==> src/rtl/dfp_line_arbiter.sv <==
// rtl/dfp_line_arbiter.sv - round-robin I/D cache line-port arbiter
// Registers the winning request onto mem_* and routes the completion pulse back to the owner.
module dfp_line_arbiter #(
  parameter int CNT_W   = 16,
  parameter bit FIRST_D = 1'b0
) (
  input  logic             clk,
  input  logic             rst,
  input  logic [31:0]      i_addr,
  input  logic             i_read,
  input  logic             i_write,
  input  logic [255:0]     i_wdata,
  output logic [255:0]     i_rdata,
  output logic             i_resp,
  input  logic [31:0]      d_addr,
  input  logic             d_read,
  input  logic             d_write,
  input  logic [255:0]     d_wdata,
  output logic [255:0]     d_rdata,
  output logic             d_resp,
  output logic [31:0]      mem_addr,
  output logic             mem_read,
  output logic             mem_write,
  output logic [255:0]     mem_wdata,
  input  logic [255:0]     mem_rdata,
  input  logic             mem_resp,
  output logic             busy,
  output logic             err,
  output logic [CNT_W-1:0] i_grant_cnt,
  output logic [CNT_W-1:0] d_grant_cnt
);

  typedef enum logic [1:0] {IDLE, OWN_I, OWN_D} state_t;

  state_t state, state_next;
  logic   rr_last;  // 1: D was served last, 0: I was served last
  logic   req_i, req_d, grant_i, grant_d;
  logic   sel_read, sel_write;
  logic [31:0]  sel_addr;
  logic [255:0] sel_wdata;

  assign req_i   = i_read | i_write;
  assign req_d   = d_read | d_write;
  assign i_rdata = mem_rdata;
  assign d_rdata = mem_rdata;
  assign busy    = (state != IDLE);

  always_ff @(posedge clk or negedge rst) begin
    if (!rst) state <= IDLE;
    else      state <= state_next;
  end

  always_comb begin
    state_next = state;
    grant_i    = 1'b0;
    grant_d    = 1'b0;
    i_resp     = 1'b0;
    d_resp     = 1'b0;
    case (state)
      IDLE: begin
        if (req_i && (!req_d || rr_last)) begin
          grant_i    = 1'b1;
          state_next = OWN_I;
        end else if (req_d) begin
          grant_d    = 1'b1;
          state_next = OWN_D;
        end
      end
      OWN_I: if (mem_resp) begin
        i_resp     = 1'b1;
        state_next = IDLE;
      end
      OWN_D: if (mem_resp) begin
        d_resp     = 1'b1;
        state_next = IDLE;
      end
      default: state_next = IDLE;
    endcase
  end

  always_comb begin
    sel_addr  = grant_d ? d_addr  : i_addr;
    sel_wdata = grant_d ? d_wdata : i_wdata;
    sel_read  = grant_d ? d_read  : i_read;
    sel_write = grant_d ? d_write : i_write;
  end

  always_ff @(posedge clk or negedge rst) begin
    if (!rst) begin
      mem_addr    <= '0;
      mem_wdata   <= '0;
      mem_read    <= 1'b0;
      mem_write   <= 1'b0;
      err         <= 1'b0;
      rr_last     <= ~FIRST_D;
      i_grant_cnt <= '0;
      d_grant_cnt <= '0;
    end else begin
      if (grant_i || grant_d) begin
        mem_addr  <= sel_addr & 32'hffff_ffe0;
        mem_wdata <= sel_wdata;
        // Simultaneous read+write is a protocol error; the write wins.
        mem_read  <= sel_read & ~sel_write;
        mem_write <= sel_write;
        if (sel_read && sel_write) err <= 1'b1;
      end
      if (grant_i && (i_grant_cnt != '1)) i_grant_cnt <= i_grant_cnt + 1'b1;
      if (grant_d && (d_grant_cnt != '1)) d_grant_cnt <= d_grant_cnt + 1'b1;
      if (i_resp || d_resp) begin
        mem_read  <= 1'b0;
        mem_write <= 1'b0;
        rr_last   <= d_resp;
      end
      if ((state == IDLE) && mem_resp) err <= 1'b1;
    end
  end

endmodule

==> config.mk <==
export PLATFORM = sky130hd
export DESIGN_NAME = dfp_line_arbiter
export DESIGN_NICKNAME = d
export VERILOG_FILES = /design/src/rtl/dfp_line_arbiter.sv
export SDC_FILE = /design/constraint.sdc
export NUM_CORES = 1
export LEC_CHECK = 0
export BUFFER_PORTS_ARGS = -buffer_cell sky130_fd_sc_hd__buf_2
export CAP_MARGIN = 0
export CORE_AREA = 10 10 638 640
export CTS_CLUSTER_DIAMETER = 200
export DETAILED_ROUTE_END_ITERATION = 8
export DIE_AREA = 0 0 648 650
export GPL_TIMING_DRIVEN = 0
export PLACE_DENSITY = 0.3
export SLEW_MARGIN = 20
export SYNTH_ARGS = -nofsm -noshare
export SYNTH_HDL_FRONTEND = slang
export SYNTH_SLANG_ARGS = --single-unit
==> constraint.sdc <==
create_clock -name clk -period 5.3 [get_ports clk]
set_input_delay 0.265 -clock clk [delete_from_list [all_inputs] [get_ports clk]]
set_output_delay 0.265 -clock clk [all_outputs]
set_load 0.02 [all_outputs]
==> reports/summary.txt, run 1 <==
Relative slew margins = 0.267
routed via count = 23300
RSZ-0062 raised after global routing = no
proportion of synthesized chip area in sequential cells = 0.455
startpoint types = flop
main flop type after synthesis = dfrtp_1
Hold WC Path Type = in -> reg
clock skew = 32.4 ps
Buffers on Ports = 1403
Die Ht = 650 um
CP Data Arrival Time = 4240 ps
initial antenna violation count = 133
violated checks = design-rule violations
Post-Route WL = 271000 um
layout cells sized above 1 = 0.537
first-pass GRT wire length = 325000 um
Overflow after GRT = 0
status = complete, but fails checks
core area = 394000 um^2
gr usage total = 0.122
setup bufs post-CTS = 0
P per Cell Area = 551 nW/um^2
H-tree depth = 2
cts bufs inserted = 50
Post-DP HPWL = 247000 um
max capacitance violation total = 0
GP Congestion = 0.962
post-layout min period = 3650 ps
fin nets = 4710
fill cell count = 46100
Mapped Area = 17600 um^2
non-filler cells, final = 9241
antenna-violating nets left = 0
CTS Buffer Depth = 3
Worst EP required = 5890 ps
row count = 231
worst vdd ir = 0.241 mV
Sum Neg Setup Slack = 0 ps
synthesis-stage register bit count = 321
DIE WIDTH = 648 um
slew at the pin closest to its max-slew limit = 1100 ps
Clock Latency Late Sink = 690 ps
Worst Path Max Fanout = 10
number of global-route vias before repair = 24400
Iteration-0 DRC Markers = 2309
vias per cell = 2.52
largest net degree at the start of global routing = 84
Area contributors post-synth = dfrtp_1 (45%), buf_4 (22%), a222oi_1 (11%)
Syn. warnings = 0
Fin. Hold Viols = 0
area grow syn2layout = 122%
post-CTS resize count = 0
die area = 421000 um^2
CTS tree = yes
clock slew at reported path FFs = 60 ps
clk sinks = 321
Critical Path End Type = flop
total power = 21.5 mW
number of flops mapped to enable cells by yosys = 0
drt drc = 2
Starting Density = 0.0447
# IOs = 1677
area leader, netlist = dfrtp_1
final core utilization = 0.0992
Leakage = 18.4 nW
Synth top area share = 0.454
period utilisation layout = 0.689
FMAX = 274 MHz
FFs w/ async S/R, synth = 1.00
Placed Cells = 8494
# setup viols final = 0
CTS root buffer = clkbuf_16
first drt pass iteration count = 9
Avg Synthesized Cell Area = 9.61 um^2
wire length per cell = 29.4 um
crit path kind = reg -> reg
Mapped Cells = 1835
Slew Viols, Final = 0
Synth cell types = 47
layout make-up:
type | count | area, um^2 | share of cell area
Antenna cell | 95 | 238 | 0.00608
Buffer | 625 | 4380 | 0.112
Clock buffer | 65 | 1360 | 0.0347
Clock inverter | 25 | 350 | 0.00896
Inverter | 200 | 751 | 0.0192
Multi-Input combinational cell | 693 | 4520 | 0.116
Sequential cell | 321 | 8030 | 0.205
Tap cell | 5242 | 6560 | 0.168
Timing Repair Buffer | 1975 | 12900 | 0.330
layout by cell type, fill, tap and decap left out, types with 16 or more instances in the layout:
cell / n
diode_2: 95
buf_2: 1464
dfrtp_1: 320
nand2_1: 190
a222oi_1: 193
inv_1: 200
a31oi_1: 92
buf_4: 517
nor2_1: 95
clkbuf_1: 43
clkbuf_16: 50
xor2_1: 16
dlygate4sd3_1: 562
kinds of logic (layout without fill, tap and decap cells):
group	count (synthesis)	in the layout	share of synthesized area
buf+inv	825	2890	0.290
simple gates	345	345	0.0832
flops	321	321	0.455
compound gates	307	307	0.152
xor+xnor	29	29	0.0144
fa+ha+maj	5	5	0.00355
mux	2	2	0.00128
other cells	1	100	0.000213
power by group:
| part | internal [mW] | total (mW) | leakage [nW] | switching [mW] |
|---|---|---|---|---|
| clock | 2.11 | 3.61 | 0.832 | 1.50 |
| combinational | 4.72 | 13.3 | 13.6 | 8.61 |
| sequential | 3.65 | 4.61 | 3.90 | 0.965 |
Yosys cell counts, drive strengths merged, types with 2 or more instances:
master / instances
a21oi: 3
o21ai: 5
nand2: 190
clkbuf: 42
nand3: 9
and4: 2
nand2b: 2
nor2: 96
xnor2: 13
mux2: 2
inv: 200
or3: 3
and3: 4
nand4: 12
or2: 3
dfrtp: 320
buf: 583
a222oi: 193
nor4: 11
o22ai: 2
nand3b: 2
nor3b: 2
a31oi: 92
xor2: 16
ha: 5
a21o: 2
nor3: 4
o2111ai: 3
through the flow:
stage	area (um^2)	worst slack [ps]	hold WS (ps)
after floorplan	17700	3550	-30.6
after global placement	31200	-4090	468
after detailed placement	31500	1830	114
after CTS	38900	1240	13.7
after global routing	39100	1100	28.4
final	39100	1650	45.1
critical path: stages (launching register included):
cell           delay (ps)
dfrtp_1               390
inv_1                 100
ha_1                  150
buf_2                 220
o21ai_2               140
nor2_2                360
buf_2                 690
buf_2                 570
nand2_1               110
a31oi_1               200
dlygate4sd3_1         580
worst paths after layout:
path / slack, ps / depth (start not counted) / end / from
max: 1650 / 10 / mem_wdata[224]$_DFFE_PN0P_ / state[1]$_DFFE_PN0P_
min: 50 / 3 / mem_wdata[42]$_DFFE_PN0P_ / i_wdata[42]
max reg2reg: 1650 / 10 / mem_wdata[224]$_DFFE_PN0P_ / state[1]$_DFFE_PN0P_
min reg2reg: 510 / 1 / i_grant_cnt[10]$_DFFE_PN0P_ / i_grant_cnt[10]$_DFFE_PN0P_
max in group asynchronous: 3890 / 3 / mem_wdata[227]$_DFFE_PN0P_ / rst
min in group asynchronous: 140 / 3 / mem_wdata[247]$_DFFE_PN0P_ / rst
state kept, by name, summed over array words and instances (netlist names):
register and flops:
mem_addr 27, i_grant_cnt 16, mem_wdata 256, mem_read 1
mem_write 1, rr_last 1, err 1, state 2
d_grant_cnt 16
what timing repair did:
action,4_1_cts,5_1_grt
hold buffers,562,0
endpoints found under the setup margin,0,0
hold endpoints to repair,467,0
per-layer routing:
metal	part of all wire	vias to the layer above	global-route usage
met2	0.56	1423	0.243
met4	0.027	64	0.0308
met3	0.10	298	0.0509
met5	0.0015	-	0
li1	-	10000	-
met1	0.31	11500	0.113
No activity file was read; power rests on OpenSTA's default activity.
==> inputs of run 2 (changes only) <==
--- a/config.mk
+++ b/config.mk
@@ -7,10 +7,10 @@
 export LEC_CHECK = 0
 export BUFFER_PORTS_ARGS = -buffer_cell sky130_fd_sc_hd__buf_2
 export CAP_MARGIN = 0
-export CORE_AREA = 10 10 638 640
+export CORE_AREA = 10 10 652 654
 export CTS_CLUSTER_DIAMETER = 200
 export DETAILED_ROUTE_END_ITERATION = 8
-export DIE_AREA = 0 0 648 650
+export DIE_AREA = 0 0 662 664
 export GPL_TIMING_DRIVEN = 0
 export PLACE_DENSITY = 0.3
 export SLEW_MARGIN = 20
==> constraint.sdc (replaced) <==
create_clock -name clk -period 3.1 [get_ports clk]
set_input_delay 0.155 -clock clk [delete_from_list [all_inputs] [get_ports clk]]
set_output_delay 0.155 -clock clk [all_outputs]
set_load 0.02 [all_outputs]
==> reports/summary.txt, run 2 (synthesis gave the netlist of run 1 again) <==
commonest non-fill, non-tap cell in the layout = buf_2
commonest cells after routing, fill and taps aside = buf_2 (1459), dlygate4sd3_1 (571), buf_4 (522)
Psw = 18.5 mW (+67%)
# setup viols final = 0 (unchanged)
H-tree depth = 2 (unchanged)
Critical Path End Type = flop
clock skew = 26.2 ps (-6.23 ps)
fin nets = 4717 (+0.15%)
initial antenna violation count = 106 (-20%)
crit path kind = reg -> reg
CTS Buffer Depth = 3 (unchanged)
Leakage = 18.5 nW (+0.94%)
largest net degree at the start of global routing = 85 (+1.2%)
Post-DP HPWL = 245000 um (-0.65%)
combinational power share = 0.585 (-0.034)
sequential group share of total power = 0.232 (+0.018)
FMAX = 357 MHz (+30%)
wire length per cell = 28.5 um (-3.1%)
clock slew at reported path FFs = 60 ps (about the same)
number of flip-flops in the largest register = 256 (unchanged)
PnR worst setup slack = 300 ps (-1350 ps)
most flop-heavy register = mem_wdata
Starting Density = 0.0428 (-0.00192)
area grow syn2layout = 123%
status = complete, no violations
Post-Route WL = 268000 um (-1.2%)
Fin. Hold Viols = 0 (unchanged)
total power = 33.7 mW (+56%)
# IOs = 1677 (unchanged)
layout cells sized above 1 = 0.537 (about the same)
core area = 412000 um^2 (+4.5%)
Clk pwr share = 0.183 (+0.016)
slew at the pin closest to its max-slew limit = 1090 ps (-5.53 ps)
fill cell count = 48000 (+4.1%)
R2R Setup Slk = 300 ps (-1350 ps)
first-pass GRT wire length = 323000 um (-0.62%)
Worst EP required = 3700 ps (-2190 ps)
Die Ht = 664 um (+2.2%)
cts bufs inserted = 49 (-2.0%)
Relative slew margins = 0.271 (+0.00370)
final core utilization = 0.0955 (-0.00366)
max capacitance violation total = 0 (unchanged)
CTS tree = yes
Sum Neg Setup Slack = 0 ps (unchanged)
P per Cell Area = 856 nW/um^2 (+55%)
number of global-route vias before repair = 24600 (+0.72%)
row count = 236 (+2.2%)
CTS root buffer = clkbuf_16
Overflow after GRT = 0 (unchanged)
gr usage total = 0.116 (-0.00642)
CP Data Arrival Time = 3400 ps (-840 ps)
Int Pwr = 15.2 mW (+46%)
drt drc = 0 (-2)
startpoint types = flop
antenna-violating nets left = 0 (unchanged)
Hold WC Path Type = in -> reg
switching portion of total power = 0.548 (+0.0337)
first drt pass iteration count = 9 (unchanged)
worst hold slack = 46.2 ps (+1.09 ps)
GP Congestion = 0.940 (-2.2%)
clk sinks = 321 (unchanged)
die area = 440000 um^2 (+4.4%)
RSZ-0062 raised after global routing = no
Place WS = -352 ps (-2180 ps)
worst vdd ir = 0.390 mV (+62%)
Slew Viols, Final = 0 (unchanged)
vias per cell = 2.46 (-2.3%)
routed via count = 23200 (-0.39%)
Worst Path Max Fanout = 10 (unchanged)
Buffers on Ports = 1403 (unchanged)
biggest regs = mem_wdata: 256 flops, mem_addr: 27 flops
post-layout min period = 2800 ps (-850 ps)
period utilisation layout = 0.903 (+0.215)
setup bufs post-CTS = 0 (unchanged)
DIE WIDTH = 662 um (+2.2%)
Iteration-0 DRC Markers = 2089 (-9.5%)
Clock Latency Late Sink = 690 ps (about the same)
run 2: layout make-up:
| class | count | area (um^2) | share of cell area |
|---|---|---|---|
| Antenna cell | 39 | 97.6 | 0.00248 |
| Multi-Input combinational cell | 693 | 4520 | 0.115 |
| Inverter | 200 | 751 | 0.0191 |
| Buffer | 623 | 4400 | 0.112 |
| Tap cell | 5474 | 6850 | 0.174 |
| Sequential cell | 321 | 8030 | 0.204 |
| Timing Repair Buffer | 1985 | 13000 | 0.330 |
| Clock inverter | 18 | 267 | 0.00677 |
| Clock buffer | 72 | 1430 | 0.0364 |
run 2: metrics by stage:
| step | instances | area, um^2 |
|---|---|---|
| finish | 9425 | 39300 |
| global route | 9417 | 39300 |
| CTS | 9386 | 39200 |
| detailed placement | 8726 | 31800 |
| global placement | 8716 | 31500 |
| floorplan | 1839 | 17700 |
run 2: worst paths after layout:
| path | startpoint | end | cells after the start |
|---|---|---|---|
| max in group asynchronous | rst | d_grant_cnt[10]$_DFFE_PN0P_ | 4 |
| max reg2reg | state[0]$_DFFE_PN0P_ | mem_wdata[221]$_DFFE_PN0P_ | 8 |
| min | i_wdata[74] | mem_wdata[74]$_DFFE_PN0P_ | 3 |
| min reg2reg | err$_DFFE_PN0P_ | err$_DFFE_PN0P_ | 1 |
| max | state[0]$_DFFE_PN0P_ | mem_wdata[221]$_DFFE_PN0P_ | 8 |
| min in group asynchronous | rst | mem_wdata[109]$_DFFE_PN0P_ | 3 |
run 2: per-layer routing:
metal | track usage | wire [um] | up-vias
met5 | 0 | 353 | -
li1 | - | - | 9966
met1 | 0.111 | 86800 | 11400
met3 | 0.0500 | 28600 | 285
met2 | 0.225 | 145000 | 1461
met4 | 0.0272 | 7620 | 52
run 2: worst max-delay path: stages (launching register included):
cell      delay (ps)
dfrtp_1          350
inv_1             70
ha_1             190
buf_2            190
o211ai_2         410
buf_2            610
clkbuf_2         540
nor2_1            90
a31oi_1          160
run 2: what timing repair did:
action	CTS	global route
hold buffers	572	0
resized for setup	9	5
hold endpoints to repair	466	0
setup endpoints to repair	81	20
run 2: power by group through the flow:
stage,Sequential (mW),Clock (mW),Combinational (mW)
after floorplan,9.70,0,5.70
after global placement,7.85,0,20.0
after detailed placement,7.83,0,20.2
after CTS,7.83,6.50,21.1
after global routing,8.05,6.61,21.7
final,7.81,6.18,19.7
==> inputs of run 3 (changes only) <==
--- a/config.mk
+++ b/config.mk
@@ -8,10 +8,13 @@
 export BUFFER_PORTS_ARGS = -buffer_cell sky130_fd_sc_hd__buf_2
 export CAP_MARGIN = 0
 export CORE_AREA = 10 10 652 654
+export CTS_BUF_LIST = sky130_fd_sc_hd__clkbuf_4 sky130_fd_sc_hd__clkbuf_8
 export CTS_CLUSTER_DIAMETER = 200
 export DETAILED_ROUTE_END_ITERATION = 8
 export DIE_AREA = 0 0 662 664
 export GPL_TIMING_DRIVEN = 0
+export HOLD_SLACK_MARGIN = 0.05
+export MAX_ROUTING_LAYER = met4
 export PLACE_DENSITY = 0.3
 export SLEW_MARGIN = 20
 export SYNTH_ARGS = -nofsm -noshare
==> reports/summary.txt, run 3 (synthesis gave the netlist of run 1 again) <==
Fin. Hold Viols = 0 (unchanged)
commonest cells after routing, fill and taps aside = buf_2 (1454), dlygate4sd3_1 (992), buf_4 (526)
critical path, cell by cell = inv_1 > ha_1 > buf_2 > o211a_2 > buf_2 > clkbuf_1 > a222oi_1 > inv_1
layout cells sized above 1 = 0.493 (-0.0436)
Worst EP required = 3880 ps (+180 ps)
GP Congestion = 0.934 (-0.64%)
commonest non-fill, non-tap cell in the layout = buf_2
area grow syn2layout = 148%
drt drc = 0 (unchanged)
Hold WC Path Type = in -> reg
max capacitance violation total = 0 (unchanged)
initial antenna violation count = 109 (+2.8%)
fin area = 43800 um^2 (+11%)
Overflow after GRT = 0 (unchanged)
status = complete, no violations
row count = 236 (unchanged)
Slowest cell on crit path = clkbuf_1
CTS Buffer Depth = 4 (+1)
largest net degree at the start of global routing = 84 (-1.2%)
CTS root buffer = clkbuf_8
Iteration-0 DRC Markers = 2143 (+2.6%)
setup bufs post-CTS = 0 (unchanged)
startpoint types = flop
CP Data Arrival Time = 3630 ps (+230 ps)
Buffers on Ports = 1403 (unchanged)
vias per cell = 2.52 (+2.4%)
P per Cell Area = 783 nW/um^2 (-8.6%)
Buf/Inv on CP = 5 (+1)
clk sinks = 321 (unchanged)
slew at the pin closest to its max-slew limit = 1040 ps (-49.8 ps)
# IOs = 1677 (unchanged)
Clock Latency Late Sink = 890 ps (+200 ps)
Starting Density = 0.0428 (unchanged)
Post-Route WL = 275000 um (+2.6%)
Slew Viols, Final = 0 (unchanged)
final core utilization = 0.106 (+0.0107)
routed via count = 25100 (+8.1%)
H-tree depth = 3 (+1)
first drt pass iteration count = 9 (unchanged)
DP Area = 31800 um^2 (unchanged)
Worst Path Max Fanout = 11 (+1)
die area = 440000 um^2 (unchanged)
# setup viols final = 0 (unchanged)
FMAX = 351 MHz (-1.7%)
cts bufs inserted = 81 (+65%)
biggest regs = mem_wdata: 256 flops, mem_addr: 27 flops
Die Ht = 664 um (unchanged)
most flop-heavy register = mem_wdata
clock slew at reported path FFs = 60 ps (about the same)
Post-DP HPWL = 247000 um (+0.73%)
CTS tree = yes
number of flip-flops in the largest register = 256 (unchanged)
Critical Path End Type = flop
Top delay family on crit path = buffers and inverters
Crit path largest cell delay = 560 ps (-50 ps)
worst vdd ir = 0.385 mV (-1.4%)
core area = 412000 um^2 (unchanged)
post-layout min period = 2850 ps (+48.0 ps)
crit path kind = reg -> reg
fin nets = 5171 (+9.6%)
RSZ-0062 raised after global routing = no
first-pass GRT wire length = 333000 um (+2.9%)
number of global-route vias before repair = 26600 (+8.2%)
Leakage = 20.4 nW (+10%)
DIE WIDTH = 662 um (unchanged)
period utilisation layout = 0.919 (+0.0155)
wire length per cell = 27.7 um (-2.8%)
antenna-violating nets left = 0 (unchanged)
Relative slew margins = 0.304 (+0.0333)
gr usage total = 0.122 (+0.00624)
clock skew = 119 ps (+92.8 ps)
-- run 3: cell types whose count changed in the layout (fill, tap and decap cells not counted), moves of 13 or more --
cell / change
clkbuf_4: +25
clkbuf_1: -13
clkbuf_16: -50
dlygate4sd3_1: +421
clkbuf_8: +87
diode_2: +54
-- run 3: timing repair --
item	4_1_cts	5_1_grt
hold buffers	993	0
endpoints found under the setup margin	113	4
pin swaps	0	0
resized for setup	18	2
endpoints found under the hold margin	517	0
-- run 3: through the flow --
stage,hold WS (ps),power [mW],setup WS (ps),cells,setup TNS [ps]
after floorplan,-141,15.4,1350,1839,0
after global placement,388,27.9,-6240,8716,-2082570
after detailed placement,154,28.1,-358,8726,-11740
after CTS,50.1,35.9,22.6,9854,0
after global routing,90.5,36.9,5.05,9940,0
final,176,34.3,252,9947,0
-- run 3: worst paths after layout --
path / endpoint / start / slack, ps / cells after the start
max in group asynchronous: d_grant_cnt[7]$_DFFE_PN0P_ / rst / 1590 / 5
min: mem_wdata[213]$_DFFE_PN0P_ / d_wdata[213] / 180 / 4
min in group asynchronous: mem_wdata[92]$_DFFE_PN0P_ / rst / 450 / 4
min reg2reg: err$_DFFE_PN0P_ / err$_DFFE_PN0P_ / 470 / 1
max reg2reg: mem_wdata[164]$_DFFE_PN0P_ / state[0]$_DFFE_PN0P_ / 250 / 8
max: mem_wdata[164]$_DFFE_PN0P_ / state[0]$_DFFE_PN0P_ / 250 / 8
-- run 3: routing by layer --
metal	vias to the layer above	global-route usage	wire, um
met3	314	0.0503	28300
li1	11000	-	-
met5	-	-	0
met1	12300	0.114	91000
met2	1461	0.231	150000
met4	0	0.0268	6140
-- run 3: worst register-to-register path, cell delays in order, from the launching register on --
cell	delay [ps]
dfrtp_1	390
inv_1	100
ha_1	140
buf_2	230
o211a_2	440
buf_2	490
clkbuf_1	590
a222oi_1	260
inv_1	90
-- run 3: final cells by class --
type                       instances  area [um^2]
timing repair buffer            2406        17200
fill                           47800       368000
sequential                       321         8030
buffer                           624         4420
antenna                           93          233
multi-input combinational        693         4520
clock buffer                     123         1530
tap                             5474         6850
inverter                         200          751
clock inverter                    13          203
-- run 3: where the power goes --
part / internal, mW / switching [mW] / total, mW
sequential: 6.23 / 1.62 / 7.85
clock: 3.54 / 2.61 / 6.15
combinational: 5.71 / 14.6 / 20.3
total: 15.5 / 18.8 / 34.3
